`src/rtl/reg_file_clr_if.sv`:
```
// Bus bundle for reg_file_clr: write port, two read ports and the clear handshake.
interface reg_file_clr_if #(
    parameter int W     = 8,
    parameter int DEPTH = 8
);
    localparam int AW = $clog2(DEPTH);

    logic          we;
    logic [AW-1:0] waddr;
    logic [W-1:0]  wdata;
    logic [AW-1:0] raddr_a;
    logic [W-1:0]  rdata_a;
    logic [AW-1:0] raddr_b;
    logic [W-1:0]  rdata_b;
    logic          clear_req;
    logic          busy;
    logic          clear_done;
    logic          wr_drop;

    modport master (
        output we, waddr, wdata, raddr_a, raddr_b, clear_req,
        input  rdata_a, rdata_b, busy, clear_done, wr_drop
    );

    modport slave (
        input  we, waddr, wdata, raddr_a, raddr_b, clear_req,
        output rdata_a, rdata_b, busy, clear_done, wr_drop
    );
endinterface

```
`src/rtl/reg_file_clr.sv`:
```
// DEPTH x W register file: one write port, two registered read ports with
// write-through bypass, and a one-entry-per-cycle bulk clear behind busy.
module reg_file_clr #(
    parameter int  W     = 8,
    parameter int  DEPTH = 8,
    localparam int AW    = $clog2(DEPTH)
) (
    input  logic          clk,
    input  logic          reset_n,
    reg_file_clr_if.slave bus
);

    typedef enum logic [1:0] {IDLE, SWEEP, DONE} state_t;

    // Address range limits, sized so out-of-range codes compare correctly
    // when DEPTH is not a power of two.
    localparam logic [AW:0]   DEPTH_C  = (AW + 1)'(DEPTH);
    localparam logic [AW-1:0] LAST_PTR = AW'(DEPTH - 1);

    state_t        state_reg;
    state_t        state_next;
    logic [AW-1:0] ptr_reg;
    logic [W-1:0]  entry [DEPTH];
    logic [W-1:0]  rdata_a_reg;
    logic [W-1:0]  rdata_b_reg;
    logic [W-1:0]  rdata_a_next;
    logic [W-1:0]  rdata_b_next;
    logic          wr_drop_reg;
    logic          wr_accept;
    logic          ptr_last;

    assign ptr_last  = (ptr_reg == LAST_PTR);
    // A pending clear request outranks a write on the same edge.
    assign wr_accept = bus.we && (state_reg == IDLE) && !bus.clear_req &&
                       ({1'b0, bus.waddr} < DEPTH_C);

    // State register.
    always_ff @(posedge clk or negedge reset_n) begin
        if (!reset_n) state_reg <= IDLE;
        else          state_reg <= state_next;
    end

    // Next-state logic: IDLE -> SWEEP on request, SWEEP until last entry, one DONE cycle.
    always_comb begin
        state_next = state_reg;
        case (state_reg)
            IDLE:    if (bus.clear_req) state_next = SWEEP;
            SWEEP:   if (ptr_last)      state_next = DONE;
            DONE:                       state_next = IDLE;
            default:                    state_next = IDLE;
        endcase
    end

    // Output decode from state.
    always_comb begin
        bus.busy       = (state_reg != IDLE);
        bus.clear_done = (state_reg == DONE);
    end

    // Clear pointer: parked at 0 outside SWEEP, wraps at DEPTH-1 so unused codes are never visited.
    always_ff @(posedge clk or negedge reset_n) begin
        if (!reset_n)                ptr_reg <= '0;
        else if (state_reg == SWEEP) ptr_reg <= ptr_last ? '0 : ptr_reg + 1'b1;
        else                         ptr_reg <= '0;
    end

    genvar gi;
    generate
        for (gi = 0; gi < DEPTH; gi++) begin : g_entry
            // Entry storage: sweep zeroing, otherwise an accepted write.
            always_ff @(posedge clk or negedge reset_n) begin
                if (!reset_n)
                    entry[gi] <= '0;
                else if (state_reg == SWEEP && ptr_reg == AW'(gi))
                    entry[gi] <= '0;
                else if (wr_accept && bus.waddr == AW'(gi))
                    entry[gi] <= bus.wdata;
            end
        end
    endgenerate

    // Port A read data: zero while clearing or out of range, bypass a same-edge write.
    always_comb begin
        rdata_a_next = '0;
        if (state_reg == IDLE && ({1'b0, bus.raddr_a} < DEPTH_C)) begin
            if (wr_accept && bus.waddr == bus.raddr_a) rdata_a_next = bus.wdata;
            else                                       rdata_a_next = entry[bus.raddr_a];
        end
    end

    // Port B read data: same rules as port A.
    always_comb begin
        rdata_b_next = '0;
        if (state_reg == IDLE && ({1'b0, bus.raddr_b} < DEPTH_C)) begin
            if (wr_accept && bus.waddr == bus.raddr_b) rdata_b_next = bus.wdata;
            else                                       rdata_b_next = entry[bus.raddr_b];
        end
    end

    // Registered read data and the dropped-write pulse.
    always_ff @(posedge clk or negedge reset_n) begin
        if (!reset_n) begin
            rdata_a_reg <= '0;
            rdata_b_reg <= '0;
            wr_drop_reg <= 1'b0;
        end else begin
            rdata_a_reg <= rdata_a_next;
            rdata_b_reg <= rdata_b_next;
            wr_drop_reg <= bus.we && ((state_reg != IDLE) || bus.clear_req);
        end
    end

    assign bus.rdata_a = rdata_a_reg;
    assign bus.rdata_b = rdata_b_reg;
    assign bus.wr_drop = wr_drop_reg;

endmodule

```
`src/flat_wrapper.sv`:
```
// flat-port wrapper written by rule: the top's interface ports become plain ports
module reg_file_clr_flat 
#(
    parameter int  W     = 8,
    parameter int  DEPTH = 8,
    localparam int AW    = $clog2(DEPTH)
)
  (clk, reset_n, bus_we, bus_waddr, bus_wdata, bus_raddr_a, bus_raddr_b, bus_clear_req, bus_rdata_a, bus_rdata_b, bus_busy, bus_clear_done, bus_wr_drop);
  reg_file_clr_if #(.W(W), .DEPTH(DEPTH)) bus_i ();
  input  logic clk;
  input  logic reset_n;
  input wire logic [$bits(bus_i.we)-1:0] bus_we;
  input wire logic [$bits(bus_i.waddr)-1:0] bus_waddr;
  input wire logic [$bits(bus_i.wdata)-1:0] bus_wdata;
  input wire logic [$bits(bus_i.raddr_a)-1:0] bus_raddr_a;
  input wire logic [$bits(bus_i.raddr_b)-1:0] bus_raddr_b;
  input wire logic [$bits(bus_i.clear_req)-1:0] bus_clear_req;
  output wire logic [$bits(bus_i.rdata_a)-1:0] bus_rdata_a;
  output wire logic [$bits(bus_i.rdata_b)-1:0] bus_rdata_b;
  output wire logic [$bits(bus_i.busy)-1:0] bus_busy;
  output wire logic [$bits(bus_i.clear_done)-1:0] bus_clear_done;
  output wire logic [$bits(bus_i.wr_drop)-1:0] bus_wr_drop;
  assign bus_i.we = bus_we;
  assign bus_i.waddr = bus_waddr;
  assign bus_i.wdata = bus_wdata;
  assign bus_i.raddr_a = bus_raddr_a;
  assign bus_i.raddr_b = bus_raddr_b;
  assign bus_i.clear_req = bus_clear_req;
  assign bus_rdata_a = bus_i.rdata_a;
  assign bus_rdata_b = bus_i.rdata_b;
  assign bus_busy = bus_i.busy;
  assign bus_clear_done = bus_i.clear_done;
  assign bus_wr_drop = bus_i.wr_drop;
  reg_file_clr #(.W(W), .DEPTH(DEPTH)) u_core (.clk(clk), .reset_n(reset_n), .bus(bus_i));
endmodule
```
`config.mk`:
```
export PLATFORM = sky130hd
export DESIGN_NAME = reg_file_clr_flat
export DESIGN_NICKNAME = d
export VERILOG_FILES = /design/src/rtl/reg_file_clr_if.sv /design/src/rtl/reg_file_clr.sv /design/src/flat_wrapper.sv
export SDC_FILE = /design/constraint.sdc
export NUM_CORES = 1
export LEC_CHECK = 0
export ABC_AREA = 0
export BUFFER_PORTS_ARGS = -buffer_cell sky130_fd_sc_hd__buf_2
export CAP_MARGIN = 15
export CORE_ASPECT_RATIO = 2
export CORE_MARGIN = 1
export CORE_UTILIZATION = 54
export CTS_CLUSTER_DIAMETER = 30
export DETAILED_ROUTE_END_ITERATION = 16
export GPL_ROUTABILITY_DRIVEN = 0
export GPL_TIMING_DRIVEN = 0
export HOLD_SLACK_MARGIN = 0.05
export PLACE_DENSITY = 0.8
export SYNTH_ARGS = -nofsm -noshare
export SYNTH_HDL_FRONTEND = slang
export SYNTH_SLANG_ARGS = --single-unit
```
`constraint.sdc`:
```
create_clock -name clk -period 2.14 [get_ports clk]
set_clock_uncertainty 0.2 [all_clocks]
set_input_delay 0.107 -clock clk [delete_from_list [all_inputs] [get_ports clk]]
set_output_delay 0.107 -clock clk [all_outputs]
set_load 0.01 [all_outputs]
```
==> results.toml <==
[status]
status = "finished with violations"
violations = "setup timing"

[sta]
setup_ws_ns = -0.0200
slew_viol_final = 0
tightest_slew_ns = 0.734
period_share_pct = 101
finalSetupViolCount = 2
relSlewSlack_pct = 51.1
rsz0062_at_grt = "yes"
timing.setup.tns_ns = -0.0213
fin_crit_ns = 2.16
hold_viol = 0
fmax_mhz = 463

[logic_synthesis]
yosys.area_share.xor_xnor_pct = 1.14
yosysSeqAreaShare_pct = 46.6
avgSynthCellArea_um2 = 12.2
synth_fp_nets = 405
synth_cell_types = 29
synthMuxAreaShare_pct = 32.9
synth_adder_area_share_pct = 1.62
netlist_area_mm2 = 0.00462
synthCells = 378
yosys.area_share.simple_pct = 11.4
synth_top_family_by_area = "multiplexers"
ys_ff_latch = 86
synth-compound-area-share_pct = 2.92
synth_warnings = 0

[detailed_routing]
drt_iter0_markers = 252
vias = 3319
drt_wl_total_um = 11500
avgViaCountPerCell = 6.23
drc = 0
wl_per_cell_um = 21.5
drt-pass1-iter-count = 5
postRouteAntennaNets = 0

[cells_and_area]
nets = 458
largest_reg_flops = 64
final_cell_mix = "nor2_1, dfrtp_1, mux2i_1"
areaGrowthSynthToFinish_pct = 17.8
diodes = 0
finalInstanceArea_mm2 = 0.00544
drive_above_1_share_pct = 23.2

[critical_path]
critPathTopFamily = "simple AND/OR/NAND/NOR gates"
cpPeakStageDelay_ns = 0.60
path_class = "reg2reg"
crit_fanout = 8
cp.buffers_inverters = 1
critPathLaunchType = "register"
path_cells = "or4b_4 -> nor4b_4 -> buf_6 -> mux2i_1 -> nor2_1"
cp.required_ns = 2.14
crit_path_end_kind = "register"
cp_slowest_cell = "or4b_4"
critPathArrivalTime_ns = 2.16

[place]
postPlaceCellArea_mm2 = 0.00488
dpl.hpwl_um = 8500
io_buffer_count = 22

[global_route]
grt_use_total_pct = 29.6
grt_max_degree = 64
grt-ovfl-total = 0
antenna_found_initial = 0
grt_pass1_vias = 3780
grt_pass1_wl_um = 18900

[min_path]
hp-class = "in2reg"

[clocking]
clock_path_buffers = 2
clk_pin_slew_ns = 0.06
cts_tree = "built"
cts.sinks = 86
h-tree-depth = 3
clk_latency_ns = 0.34
root_buffer = "clkbuf_16"
cts_buffers = 9

[floorplan]
ios = 40
dieHeight_um = 133
rows = 47
dieWidth_um = 67.4
coreArea_mm2 = 0.00829
start_util_pct = 55.7
dieArea_mm2 = 0.00895

[power_and_ir_drop]
leakage_nw = 2.70
cellPowerDensity_mw_per_mm2 = 851
ir_worst_vdd_mv = 0.666

[job]
drv_cap = 0
## cell usage after synthesis
library cell   n  area (µm²)
mux4_2        32         721
inv_1          3        11.3
clkbuf_1      23        86.3
buf_1          3        11.3
nand4_1        3        18.8
nor2b_1        1        6.26
nor2_1        85         319
nand4b_1       2        17.5
and3_1         4        25.0
nor4_4         1        21.3
or4b_1         1        10.0
nor3b_1        1        7.51
or2_2          1        6.26
mux2i_1       80         801
dfrtp_1       86        2150
o21a_1         1        7.51
a211oi_1      17         128
and2b_1        1        7.51
nand3_1        1        5.00
xnor2_1        6        52.6
buf_2         10        50.1
nand2_1        2        7.51
nor4b_2        1        15.0
nor4b_1        2        17.5
nor3_1         1        5.00
and2_1         2        12.5
ha_1           6        75.1
nor3_4         1        16.3
or2b_1         1        7.51
## worst paths after layout
check	startpoint	end	slack, ns	cells after the start
hold reg to reg	u_core.ptr_reg[0]$_DFF_PN0_	u_core.ptr_reg[0]$_DFF_PN0_	0.32	1
setup reg to reg	u_core.state_reg[1]$_DFFE_PN0P_	u_core.entry[47]$_DFFE_PN0P_	-0.02	5
hold / removal	bus_wdata[0]	u_core.bus.rdata_a[0]$_DFF_PN0_	0.09	3
max in group asynchronous	reset_n	u_core.bus.rdata_a[1]$_DFF_PN0_	0.79	4
setup / recovery	u_core.state_reg[1]$_DFFE_PN0P_	u_core.entry[47]$_DFFE_PN0P_	-0.02	5
min in group asynchronous	reset_n	u_core.ptr_reg[2]$_DFF_PN0_	0.11	3
## worst reg2reg max path, stage by stage (launching register included)
cell     delay, ns
dfrtp_2       0.41
or4b_4        0.60
nor4b_4       0.30
buf_6         0.21
mux2i_1       0.24
nor2_1        0.06
## area by class of cell
| cell class | count | area, µm² |
|---|---|---|
| fillers | 612 | 2850 |
| multi-input cells | 253 | 2360 |
| flip-flops and latches | 86 | 2150 |
| repair buffers | 43 | 360 |
| clock buffers | 14 | 264 |
| plain buffers | 35 | 159 |
| well taps | 98 | 123 |
| inverters | 3 | 11.3 |
| clock inverters | 1 | 5.00 |
## metrics by stage
stage | hold WS, ns | power (mW) | worst slack, ns | utilization, % | instances
after global routing | 0.103 | 4.85 | -0.0557 | 65.6 | 533
after detailed placement | -0.167 | 3.14 | -0.359 | 58.9 | 499
after CTS | 0.0612 | 4.61 | -0.0573 | 65.1 | 532
after floorplan | -0.389 | 2.78 | -0.000697 | - | 378
after global placement | 0.190 | 3.04 | -0.330 | 58.5 | 498
final | 0.0866 | 4.63 | -0.0200 | 65.6 | 533
## report_power, final
group	switching (mW)	total, mW	internal [mW]
registers	0.201	2.08	1.88
logic	0.645	1.13	0.485
clock network	0.583	1.43	0.842
total	1.43	4.63	3.20
## cell families after synthesis
logic type	Yosys count
buffers and inverters	39
muxes	112
AOI/OAI and AO/OA	18
adders and majority gates	6
DFF	86
and+or+nand+nor	111
xor gates and xnor gates	6
## layer usage
layer	track usage [%]	wire length [µm]	vias to the layer above	share of wire [%]
met5	0	0	-	0
met2	50.3	6580	120	57
met3	4.57	364	49	3.2
met1	31.1	3860	1690	34
met4	22.1	676	0	5.9
li1	-	-	1460	-
## timing repair
item / in CTS / in global routing
setup endpoints to repair: 81 / 58
pin swaps: 7 / 7
hold buffers: 10 / 0
resized for setup: 14 / 8
setup buffers: 8 / 1
endpoints found under the hold margin: 107 / 0
Note: power is estimated with default switching activity, not from simulation.
